## src/rtl/rr_bus_arbiter_if.sv

```systemverilog
// Request/grant bundle shared by the round-robin bus arbiter and its requesters.
// master: arbiter side (drives grants); slave: requester/slave side (drives req, resp_valid).
interface rr_bus_arbiter_if #(
    parameter int NREQ = 8,
    parameter int IDW  = 3
);
    logic [NREQ-1:0] req;
    logic            resp_valid;
    logic [NREQ-1:0] gnt;
    logic [IDW-1:0]  gnt_id;
    logic            gnt_valid;
    logic            timeout_err;
    logic [IDW-1:0]  last_id;

    modport master (
        input  req, resp_valid,
        output gnt, gnt_id, gnt_valid, timeout_err, last_id
    );

    modport slave (
        output req, resp_valid,
        input  gnt, gnt_id, gnt_valid, timeout_err, last_id
    );
endinterface

```

## src/rtl/rr_bus_arbiter.sv

```systemverilog
// Round-robin arbiter for the single core bus port; grant appears 1 cycle after req, back-to-back on resp_valid.
// A grant is held until resp_valid, requester abort or watchdog expiry; requests arriving while busy wait for the next arbitration point.
module rr_bus_arbiter #(
    parameter int NREQ = 8,
    parameter int IDW  = 3,
    parameter int TOW  = 8
) (
    input  logic             clk,
    input  logic             rst,
    rr_bus_arbiter_if.master bus
);
    typedef enum logic {
        IDLE = 1'b0,
        BUSY = 1'b1
    } state_t;

    // Value held by the counter during the last allowed BUSY cycle (2^TOW-1 cycles in total).
    localparam logic [TOW-1:0] CNT_LAST = {{(TOW-1){1'b1}}, 1'b0};
    localparam logic [NREQ-1:0] ONE_HOT0 = {{(NREQ-1){1'b0}}, 1'b1};

    state_t          r_state;
    logic [NREQ-1:0] r_gnt;
    logic [IDW-1:0]  r_gnt_id;
    logic [IDW-1:0]  r_last_id;
    logic [TOW-1:0]  r_cnt;

    state_t          w_state_nxt;
    logic [NREQ-1:0] w_gnt_nxt;
    logic [IDW-1:0]  w_gnt_id_nxt;
    logic [IDW-1:0]  w_last_id_nxt;
    logic [TOW-1:0]  w_cnt_nxt;
    logic            w_tout;

    logic [IDW-1:0]  w_ptr;
    logic [NREQ-1:0] w_req_m;
    logic [IDW-1:0]  w_win_id;
    logic            w_win_vld;

    function automatic logic [IDW-1:0] wrap_idx(input logic [IDW-1:0] base, input int ofs);
        int s;
        s = int'(base) + ofs;
        if (s >= NREQ) begin
            s = s - NREQ;
        end
        return IDW'(s);
    endfunction

    // In the completion cycle the pointer is already the served id and its request is masked out.
    assign w_ptr   = (r_state == BUSY) ? r_gnt_id : r_last_id;
    assign w_req_m = (r_state == BUSY) ? (bus.req & ~r_gnt) : bus.req;

    always_comb begin
        w_win_vld = 1'b0;
        w_win_id  = '0;
        for (int i = 1; i <= NREQ; i++) begin
            if (!w_win_vld && w_req_m[wrap_idx(w_ptr, i)]) begin
                w_win_vld = 1'b1;
                w_win_id  = wrap_idx(w_ptr, i);
            end
        end
    end

    always_comb begin
        w_state_nxt   = r_state;
        w_gnt_nxt     = r_gnt;
        w_gnt_id_nxt  = r_gnt_id;
        w_last_id_nxt = r_last_id;
        w_cnt_nxt     = r_cnt;
        w_tout        = 1'b0;
        case (r_state)
            IDLE: begin
                if (w_win_vld) begin
                    w_state_nxt  = BUSY;
                    w_gnt_nxt    = ONE_HOT0 << w_win_id;
                    w_gnt_id_nxt = w_win_id;
                    w_cnt_nxt    = '0;
                end
            end
            BUSY: begin
                w_cnt_nxt = r_cnt + TOW'(1);
                if (bus.resp_valid) begin
                    w_last_id_nxt = r_gnt_id;
                    w_cnt_nxt     = '0;
                    if (w_win_vld) begin
                        w_gnt_nxt    = ONE_HOT0 << w_win_id;
                        w_gnt_id_nxt = w_win_id;
                    end else begin
                        w_state_nxt  = IDLE;
                        w_gnt_nxt    = '0;
                        w_gnt_id_nxt = '0;
                    end
                end else if (!bus.req[r_gnt_id] || (r_cnt == CNT_LAST)) begin
                    // Abort outranks the watchdog, so the error only fires while the request is still held.
                    w_tout        = bus.req[r_gnt_id];
                    w_last_id_nxt = r_gnt_id;
                    w_state_nxt   = IDLE;
                    w_gnt_nxt     = '0;
                    w_gnt_id_nxt  = '0;
                    w_cnt_nxt     = '0;
                end
            end
            default: begin
                w_state_nxt  = IDLE;
                w_gnt_nxt    = '0;
                w_gnt_id_nxt = '0;
                w_cnt_nxt    = '0;
            end
        endcase
    end

    always_ff @(posedge clk or posedge rst) begin
        if (rst) begin
            r_state   <= IDLE;
            r_gnt     <= '0;
            r_gnt_id  <= '0;
            r_last_id <= IDW'(NREQ - 1);
            r_cnt     <= '0;
        end else begin
            r_state   <= w_state_nxt;
            r_gnt     <= w_gnt_nxt;
            r_gnt_id  <= w_gnt_id_nxt;
            r_last_id <= w_last_id_nxt;
            r_cnt     <= w_cnt_nxt;
        end
    end

    assign bus.gnt         = r_gnt;
    assign bus.gnt_id      = r_gnt_id;
    assign bus.gnt_valid   = |r_gnt;
    assign bus.timeout_err = w_tout;
    assign bus.last_id     = r_last_id;
endmodule

```

## src/flat_wrapper.sv

```systemverilog
// flat-port wrapper written by rule: the top's interface ports become plain ports
module rr_bus_arbiter_flat 
#(
    parameter int NREQ = 8,
    parameter int IDW  = 3,
    parameter int TOW  = 8
)
  (clk, rst, bus_req, bus_resp_valid, bus_gnt, bus_gnt_id, bus_gnt_valid, bus_timeout_err, bus_last_id);
  rr_bus_arbiter_if #(.NREQ(NREQ), .IDW(IDW)) bus_i ();
  input  logic clk;
  input  logic rst;
  input wire logic [$bits(bus_i.req)-1:0] bus_req;
  input wire logic [$bits(bus_i.resp_valid)-1:0] bus_resp_valid;
  output wire logic [$bits(bus_i.gnt)-1:0] bus_gnt;
  output wire logic [$bits(bus_i.gnt_id)-1:0] bus_gnt_id;
  output wire logic [$bits(bus_i.gnt_valid)-1:0] bus_gnt_valid;
  output wire logic [$bits(bus_i.timeout_err)-1:0] bus_timeout_err;
  output wire logic [$bits(bus_i.last_id)-1:0] bus_last_id;
  assign bus_i.req = bus_req;
  assign bus_i.resp_valid = bus_resp_valid;
  assign bus_gnt = bus_i.gnt;
  assign bus_gnt_id = bus_i.gnt_id;
  assign bus_gnt_valid = bus_i.gnt_valid;
  assign bus_timeout_err = bus_i.timeout_err;
  assign bus_last_id = bus_i.last_id;
  rr_bus_arbiter #(.NREQ(NREQ), .IDW(IDW), .TOW(TOW)) u_core (.clk(clk), .rst(rst), .bus(bus_i));
endmodule
```

## config.mk

```make
export PLATFORM = sky130hd
export DESIGN_NAME = rr_bus_arbiter_flat
export DESIGN_NICKNAME = d
export VERILOG_FILES = /design/src/rtl/rr_bus_arbiter_if.sv /design/src/rtl/rr_bus_arbiter.sv /design/src/flat_wrapper.sv
export SDC_FILE = /design/constraint.sdc
export NUM_CORES = 1
export LEC_CHECK = 0
export ABC_CLOCK_PERIOD_IN_PS = 11000
export BUFFER_PORTS_ARGS = -buffer_cell sky130_fd_sc_hd__buf_2
export CORE_ASPECT_RATIO = 0.75
export CORE_MARGIN = 2
export CORE_UTILIZATION = 45
export DETAILED_ROUTE_END_ITERATION = 10
export PLACE_DENSITY_LB_ADDON = 0.2
export SYNTH_ARGS = -nofsm -noshare
export SYNTH_HDL_FRONTEND = slang
export SYNTH_SLANG_ARGS = --single-unit
```

## constraint.sdc

```tcl
create_clock -name clk -period 11 [get_ports clk]
set_input_delay 2.2 -clock clk [delete_from_list [all_inputs] [get_ports clk]]
set_output_delay 2.2 -clock clk [all_outputs]
set_load 0.03 [all_outputs]
```

==> metrics, run 1 <==
outcome complete, no violations; Layout fillers 519; Seq cells post-synth 23; Finished Core Util 0.499; WL/cell 16.8 µm; Die H 68.1 µm; Multi-input gate area 1780 µm²; clk_lat worst skew 0.27 ns; GRT overflow 0; pin count of the biggest net entering global routing 24; Synth async-reset ratio 1.00; first-pass GRT wire length 10700 µm; clock buffer depth 2; CP startpoint kind primary input; Final Hold Fails 0; max-slew violations 0; fin nets 315; Seq/Total Area, Yosys 0.235; Max-cap violations 0; Post-Syn Area 2460 µm²; crit path max fanout 3; slew margin rel. 0.255; CTS tree yes; H-tree Lvls 1; clk sinks 23; core area 5320 µm²; P&R area growth vs syn 7.82%; Worst Skew 0.00524 ns; remaining routing DRC violations 0; Hold WC Path Type reg -> reg; CP arrival 3.35 ns; gr usage total 0.224; final WL 6280 µm; critical path endpoint category output port; Starting Density 0.463; EDFF count, synth 0; cts repair resizes 0; Crit path required time 8.80 ns; Final ANT Viol Nets 0; Via Count 2229; IO Count 27; Synth cell types 54; fraction of layout cells with a size suffix above 1 0.234; Avg Cell Area, Syn 8.74 µm²; post-synthesis cell count 282; clock slew at reported path FFs 0.08 ns; Syn. warnings 0; Hold-fix buffers, CTS 0; crit share post-route 0.504; row cnt 23; critical path class in -> out; net count after synthesis 297; I/O Buffers 26; Inserted Diodes 0; f_max 0.180 GHz; Storage cell area 579 µm²; initial antenna violation count 0; Least-Margin Pin Slew 1.11 ns; cts bufs inserted 3; number of global-route vias before repair 2090; DIE AREA 6090 µm²; clock root buffer clkbuf_8; unrepaired setup endpoints after global routing false; global placer's final weighted congestion 0.853; die width 89.5 µm; Setup TNS Final 0 ns; top_reg_cell synth dfrtp_1; post-CTS setup buffer count 0; HPWL Detailed 4860 µm; TritonRoute pass-1 iters 4; # setup viols final 0; 1st-iter DRT viols 138; fin crit period 5.55 ns; Via density 5.96
[metrics by stage]
stage / hold WS [ns] / setup WS, ns / area, µm² / cells
CTS: 0.487 / 5.46 / 2660 / 374
floorplan: 0.443 / 5.60 / 2460 / 282
detailed placement: 0.470 / 5.46 / 2610 / 370
finish: 0.487 / 5.45 / 2660 / 374
global placement: 0.468 / 5.47 / 2610 / 370
global route: 0.505 / 5.31 / 2660 / 374
[cells in the final DEF, fill, tap and decap left out, types with 4 or more instances in the layout]
master and instances:
nand2b_1 7, a21oi_1 6, nor2b_1 4, mux2i_1 19, xnor2_1 4, dfrtp_1 20
o21ai_0 20, nor2_1 29, inv_1 6, or3_1 4, mux4_2 9, a21boi_0 8
ha_1 4, a21bo_2 8, nand2_1 29, nor3_1 7, a31oi_1 4, o22ai_1 5
nand3_1 12, mux2_2 7, o31ai_1 11, buf_2 26
[final cells by class]
cell class / instances / share of cell area
sequential: 23 / 0.218
multi-input combinational: 238 / 0.668
inverter: 7 / 0.00989
clock buffer: 4 / 0.0169
tap: 75 / 0.0353
timing repair buffer: 27 / 0.0518
[sequential cells by signal, summed over array words and instances, names as in the netlist]
signal,count
u_core.bus.gnt,8
u_core.bus.last_id,3
u_core.r_cnt,8
u_core.r_state,1
u_core.bus.gnt_id,3
[cell usage after synthesis (all sizes together), types with 3 or more instances]
library cell / instances / area share
nand2: 29 / 0.044
nor2: 29 / 0.044
mux2i: 23 / 0.11
dfrtp: 20 / 0.20
o21ai: 20 / 0.041
nand3: 12 / 0.024
o31ai: 12 / 0.039
a21boi: 9 / 0.027
mux4: 9 / 0.082
a21bo: 8 / 0.032
buf: 7 / 0.023
clkbuf: 7 / 0.011
inv: 7 / 0.011
mux2: 7 / 0.032
nand2b: 7 / 0.018
nor3: 7 / 0.014
a21oi: 6 / 0.012
o22ai: 5 / 0.013
a31oi: 4 / 0.010
ha: 4 / 0.020
nor2b: 4 / 0.010
or3: 4 / 0.010
xnor2: 4 / 0.014
a221oi: 3 / 0.011
dfstp: 3 / 0.032
nor4: 3 / 0.014
o211ai: 3 / 0.0091
or2: 3 / 0.0076
[layer usage]
layer / up-vias / share of wire / GRT usage
met5: - / 0 / 0
met4: 0 / 0.0061 / 0.0224
met3: 4 / 0.050 / 0.0386
met2: 60 / 0.42 / 0.339
met1: 1064 / 0.52 / 0.345
li1: 1101 / - / -
[worst paths after layout]
kind	startpoint	endpoint	slack, ns	cells past startpoint
min	u_core.r_cnt[7]	u_core.r_cnt[7]	0.49	1
min in group asynchronous	rst	u_core.r_cnt[7]	2.11	2
max reg2reg	u_core.r_state	u_core.bus.gnt[6]	5.82	12
min reg2reg	u_core.r_cnt[7]	u_core.r_cnt[7]	0.49	1
max	bus_req[7]	bus_timeout_err	5.45	5
max in group asynchronous	rst	u_core.bus.gnt[2]	8.35	2
[cells by family (layout without fill, tap and decap cells)]
logic type / count (synthesis) / in the layout / synth area share
and+or+nand+nor: 105 / 105 / 0.207
xor gates and xnor gates: 4 / 4 / 0.0142
AOI/OAI and AO/OA: 86 / 86 / 0.258
DFF: 23 / 23 / 0.235
adders and majority gates: 4 / 4 / 0.0203
muxes: 39 / 39 / 0.221
buffers and inverters: 21 / 38 / 0.0447
[critical path, cell delays in order]
cell     delay (ns)
buf_2          0.11
mux4_2         0.47
mux2i_1        0.28
nor3_1         0.10
buf_2          0.19
Power of run 1 is left out: the tool's default activity adds up to more than one toggle a clock period on the data nets, which glitch-free logic cannot reach.
==> inputs of run 2 (changes only) <==
ABC_CLOCK_PERIOD_IN_PS = 5700   (was 11000)
clock period = 5.7 ns   (was 11 ns; I/O delays follow)
==> run 2 against run 1 <==
Via count grew 3.2%. Cell area is 0.71% higher. Clock-buffer cell count down 1. First-iteration DRC count is 140% higher. Sequential cell count did not move. Sequential share of layout area is 0.15 points lower. Die area stayed put. Global-route usage up 0.40 points. Critical endpoint is now u_core.bus.gnt[0].
==> metrics, run 2 (same netlist as run 1, synthesis figures left out) <==
Hold Startpoint u_core.r_cnt[7]; global placer's final weighted congestion 0.861 (+0.98%); final WL 6460 µm (+2.9%); Least-Margin Pin Slew 1.09 ns (-0.0237 ns); TritonRoute pass-1 iters 5 (+1); worst-case reg-to-reg path depth 12 (unchanged); cts bufs inserted 3 (unchanged); Final ANT Viol Nets 0 (unchanged); WHS Endpoint u_core.r_cnt[7]; fin crit period 4.73 ns; Via density 6.12 (+2.7%); Worst Skew 0.00752 ns (+0.00228 ns); core area 5320 µm² (unchanged); clock root buffer clkbuf_8; CP startpoint kind flip-flop; 1st-iter DRT viols 331 (+140%); Hold-fix buffers, CTS 0 (unchanged); Max-cap violations 0 (unchanged); max-slew violations 0 (unchanged); Via Count 2301 (+3.2%); unrepaired setup endpoints after global routing false; critical path endpoint category flip-flop; die width 89.5 µm (unchanged); DIE AREA 6090 µm² (unchanged); clk sinks 23 (unchanged); CTS tree yes; Die H 68.1 µm (unchanged); number of global-route vias before repair 2078 (-0.57%); clock slew at reported path FFs 0.09 ns (about the same); outcome complete, no violations; WL/cell 17.2 µm (+2.3%); remaining routing DRC violations 0 (unchanged); Hold WC Path Type reg -> reg; # setup viols final 0 (unchanged); clk_lat worst skew 0.27 ns (about the same); first-pass GRT wire length 10700 µm (+0.20%); Starting Density 0.463 (unchanged); P&R area growth vs syn 8.58%; initial antenna violation count 0 (unchanged); cts repair resizes 0 (unchanged); Hold Path Stages 1 (unchanged); pin count of the biggest net entering global routing 24 (unchanged); Setup TNS Final 0 ns (unchanged); Final Hold Fails 0 (unchanged); r2r setup slk 0.97 ns (-4.85 ns); R2R Path Start u_core.r_state; critical path class reg -> reg; clock buffer depth 2 (unchanged); Layout fillers 500 (-3.7%); crit share post-route 0.829; most frequent cells in the layout nand2_1 (29), nor2_1 (29), buf_2 (26); HPWL Detailed 4990 µm (+2.6%); Crit path required time 5.88 ns (-2.92 ns); gr usage total 0.228 (+0.00400); H-tree Lvls 1 (unchanged); reg2reg end u_core.bus.gnt[0]; GRT overflow 0 (unchanged); Inserted Diodes 0 (unchanged); row cnt 23 (unchanged); IO Count 27 (unchanged); fin nets 317 (+0.63%); post-CTS setup buffer count 0 (unchanged); slew margin rel. 0.271 (+0.0159); f_max 0.212 GHz; fraction of layout cells with a size suffix above 1 0.243 (+0.00841); I/O Buffers 26 (unchanged); crit path max fanout 13 (+10); CP arrival 4.91 ns (+1.56 ns)
## run 2: metal layers
metal | share of wire | track usage
met1 | 0.49 | 0.350
met2 | 0.42 | 0.336
met3 | 0.078 | 0.0483
met4 | 0.0085 | 0.0299
met5 | 0 | 0
## run 2: area by class of cell
class                      instances  area [µm²]  area share
multi-input combinational        238        1780       0.663
timing repair buffer              29         153      0.0570
clock buffer                       3        41.3      0.0154
clock inverter                     1        7.51     0.00281
tap                               75        93.8      0.0351
inverter                           7        26.3     0.00982
sequential                        23         579       0.216
## run 2: worst max-delay path by stage
stage | start | end | slack [ns]
2_1_floorplan | u_core.bus.gnt_id[0] | u_core.bus.gnt[2] | 1.86
3_3_place_gp | u_core.r_state | u_core.bus.gnt_id[0] | 1.15
3_5_place_dp | u_core.r_state | u_core.bus.gnt[1] | 1.08
4_1_cts | u_core.r_state | u_core.bus.gnt[1] | 1.05
5_1_grt | u_core.r_state | u_core.bus.gnt[1] | 0.64
6_report | u_core.r_state | u_core.bus.gnt[0] | 0.97
## run 2: critical path, stage by stage, from the launching register on
cell and delay [ns]:
dfrtp_1 0.52, mux2i_4 0.30, inv_1 0.46, ha_1 0.28
inv_1 0.09, xnor2_1 0.87, mux4_2 0.40, mux2i_1 0.11
or4_4 0.54, nor4_4 0.46, nand2b_1 0.43, nand2_1 0.10
o31ai_1 0.08
## run 2: through the flow
stage	hold WS [ns]	cells	worst slack, ns	cell area [µm²]	util
global placement	0.476	372	1.15	2630	0.494
finish	0.487	376	0.972	2680	0.503
detailed placement	0.475	372	1.08	2630	0.494
CTS	0.489	376	1.05	2680	0.503
global route	0.521	376	0.640	2680	0.503
floorplan	0.443	282	1.86	2460	-
Power of run 2 is left out for the same reason.
==> inputs of run 3 (changes only) <==
ABC_AREA = 1   (was default)
ABC_CLOCK_PERIOD_IN_PS = 4040   (was 5700)
clock period = 4.04 ns   (was 5.7 ns; I/O delays follow)
==> run 3 against run 2 <==
First-iteration DRC count fell by 35%. Die area fell by 11%. Global-route usage rose by 0.96 points. Critical path depth rose by 4. Sequential share of layout area rose by 2.4 points. Via count rose by 1.7%. Wire length fell by 3.0%. Synthesized cell count rose by 22%. Critical path type unchanged.
==> metrics, run 3 <==
outcome complete, no violations; Post-Syn Area 2190 µm² (-11%); critical path endpoint category flip-flop; fin nets 384 (+21%); pin count of the biggest net entering global routing 24 (unchanged); HPWL Detailed 4980 µm (-0.19%); EDFF count, synth 0 (unchanged); Crit path required time 4.26 ns (-1.62 ns); Via density 5.51 (-10%); clk_lat worst skew 0.27 ns (about the same); Avg Cell Area, Syn 6.38 µm² (-27%); cts bufs inserted 3 (unchanged); IO Count 27 (unchanged); Synth async-reset ratio 1.00 (unchanged); clk sinks 23 (unchanged); dpl ws 0.624 ns (-0.455 ns); 1st-iter DRT viols 214 (-35%); f_max 0.284 GHz (+34%); post-CTS setup buffer count 0 (unchanged); Worst Skew 0.00459 ns (-0.00292 ns); Final ANT Viol Nets 0 (unchanged); WL/cell 14.8 µm (-14%); gr usage total 0.237 (+0.00961); hold_ws 0.548 ns (+0.0609 ns); CTS tree yes; global placer's final weighted congestion 0.960 (+11%); cts repair resizes 0 (unchanged); Via Count 2340 (+1.7%); Starting Density 0.479 (+0.0159); most numerous cell in the Yosys netlist nand2_1; remaining routing DRC violations 0 (unchanged); fin crit period 3.52 ns (-1.20 ns); max-slew violations 0 (unchanged); number of global-route vias before repair 2029 (-2.4%); P&R area growth vs syn 9.83%; synth cell count leaders nand2_1 (136), nand3_1 (44), inv_1 (29); die width 84.5 µm (-5.5%); Layout fillers 496 (-0.80%); clock slew at reported path FFs 0.08 ns (about the same); slew margin rel. 0.403 (+0.132); DIE AREA 5450 µm² (-11%); Syn. warnings 0 (unchanged); unrepaired setup endpoints after global routing false; Seq cells post-synth 23 (unchanged); Hold WC Path Type reg -> reg; commonest non-fill, non-tap cell in the layout nand2_1; CP arrival 3.74 ns (-1.17 ns); top_reg_cell synth dfrtp_1; most frequent cells in the layout nand2_1 (136), nand3_1 (44), inv_1 (29); Hold-fix buffers, CTS 0 (unchanged); critical path class reg -> reg; Max-cap violations 0 (unchanged); Seq/Total Area, Yosys 0.265 (+0.0295); Synth top area share 0.233 (+0.0301); clock root buffer clkbuf_8; Synth area leader nand2_1; GRT overflow 0 (unchanged); fraction of layout cells with a size suffix above 1 0.190 (-0.0523); CP startpoint kind flip-flop; first-pass GRT wire length 10300 µm (-4.1%); Die H 64.4 µm (-5.4%); synth top area cells nand2_1 (23%), dfrtp_1 (23%), nand3_1 (10%); Least-Margin Pin Slew 0.895 ns (-0.192 ns); Setup TNS Final 0 ns (unchanged); core area 4570 µm² (-14%); crit path max fanout 15 (+2); crit share post-route 0.872 (+0.0429); Synth cell types 35 (-35%); TritonRoute pass-1 iters 6 (+1); setup ws final 0.516 ns (-0.456 ns); net count after synthesis 358 (+21%); Inserted Diodes 0 (unchanged); post-synthesis cell count 343 (+22%); Final Hold Fails 0 (unchanged); r2r setup slk 0.52 ns (-0.46 ns); row cnt 21 (-8.7%); # setup viols final 0 (unchanged); clock buffer depth 2 (unchanged); I/O Buffers 26 (unchanged); initial antenna violation count 0 (unchanged); H-tree Lvls 1 (unchanged); final WL 6270 µm (-3.0%)
## run 3: cell count changes in the layout (fill, tap and decap cells not counted), moves of 9 or more
| cell | before | now |
|---|---|---|
| nand3_1 | 12 | 44 |
| inv_1 | 6 | 29 |
| o31ai_1 | 11 | 0 |
| nand2_2 | 0 | 9 |
| nand2_1 | 29 | 136 |
| mux4_2 | 9 | 0 |
| mux2i_1 | 19 | 0 |
| o21ai_0 | 20 | 9 |
## run 3: metrics by stage
| step | std cells | area, µm² | utilization |
|---|---|---|---|
| after global placement | 421 | 2360 | 0.516 |
| after global routing | 425 | 2400 | 0.526 |
| final | 425 | 2400 | 0.526 |
| after floorplan | 343 | 2190 | - |
| after detailed placement | 421 | 2360 | 0.516 |
| after CTS | 425 | 2400 | 0.526 |
## run 3: final timing paths
path	start	end	depth (start not counted)
worst max register to register	u_core.r_state	u_core.bus.gnt[4]	16
worst max-delay path	u_core.r_state	u_core.bus.gnt[4]	16
worst min-delay path	u_core.bus.last_id[1]	u_core.bus.last_id[1]	2
min in group asynchronous	rst	u_core.bus.gnt[0]	2
worst min register to register	u_core.bus.last_id[1]	u_core.bus.last_id[1]	2
max in group asynchronous	rst	u_core.r_state	2
## run 3: critical path, stage by stage, from the launching register on
cell and delay (ns):
dfrtp_1 0.61, inv_2 0.22, nand2_1 0.10, nand2_1 0.28
ha_1 0.60, inv_1 0.21, nand3_1 0.15, nand2_1 0.08
nand2_1 0.06, nand2_1 0.13, nor2_4 0.20, nand3_4 0.10
nor3_2 0.17, nand3_1 0.19, a21oi_2 0.24, nand2_1 0.09
nand2_1 0.06
## run 3: logic make-up (layout without fill, tap and decap cells)
logic type / Yosys count / in the layout / share of synthesized area
buffers and inverters: 41 / 66 / 0.0794
adders and majority gates: 4 / 4 / 0.0229
AOI/OAI and AO/OA: 31 / 31 / 0.0869
DFF: 23 / 23 / 0.265
and+or+nand+nor: 235 / 235 / 0.498
xor gates and xnor gates: 9 / 9 / 0.0480
## run 3: layout make-up
| type | count | area (µm²) | area share |
|---|---|---|---|
| Clock buffer | 3 | 41.3 | 0.0172 |
| Clock inverter | 1 | 5.00 | 0.00208 |
| Inverter | 35 | 134 | 0.0557 |
| Multi-Input combinational cell | 279 | 1440 | 0.597 |
| Sequential cell | 23 | 579 | 0.241 |
| Tap cell | 57 | 71.3 | 0.0297 |
| Timing Repair Buffer | 27 | 138 | 0.0572 |
## run 3: layer usage
| layer | GRT usage | routed length [µm] |
|---|---|---|
| met5 | 0 | 0 |
| met4 | 0.0258 | 15 |
| met3 | 0.0510 | 608 |
| met2 | 0.331 | 2380 |
| met1 | 0.382 | 3270 |
Power of run 3 is left out for the same reason.
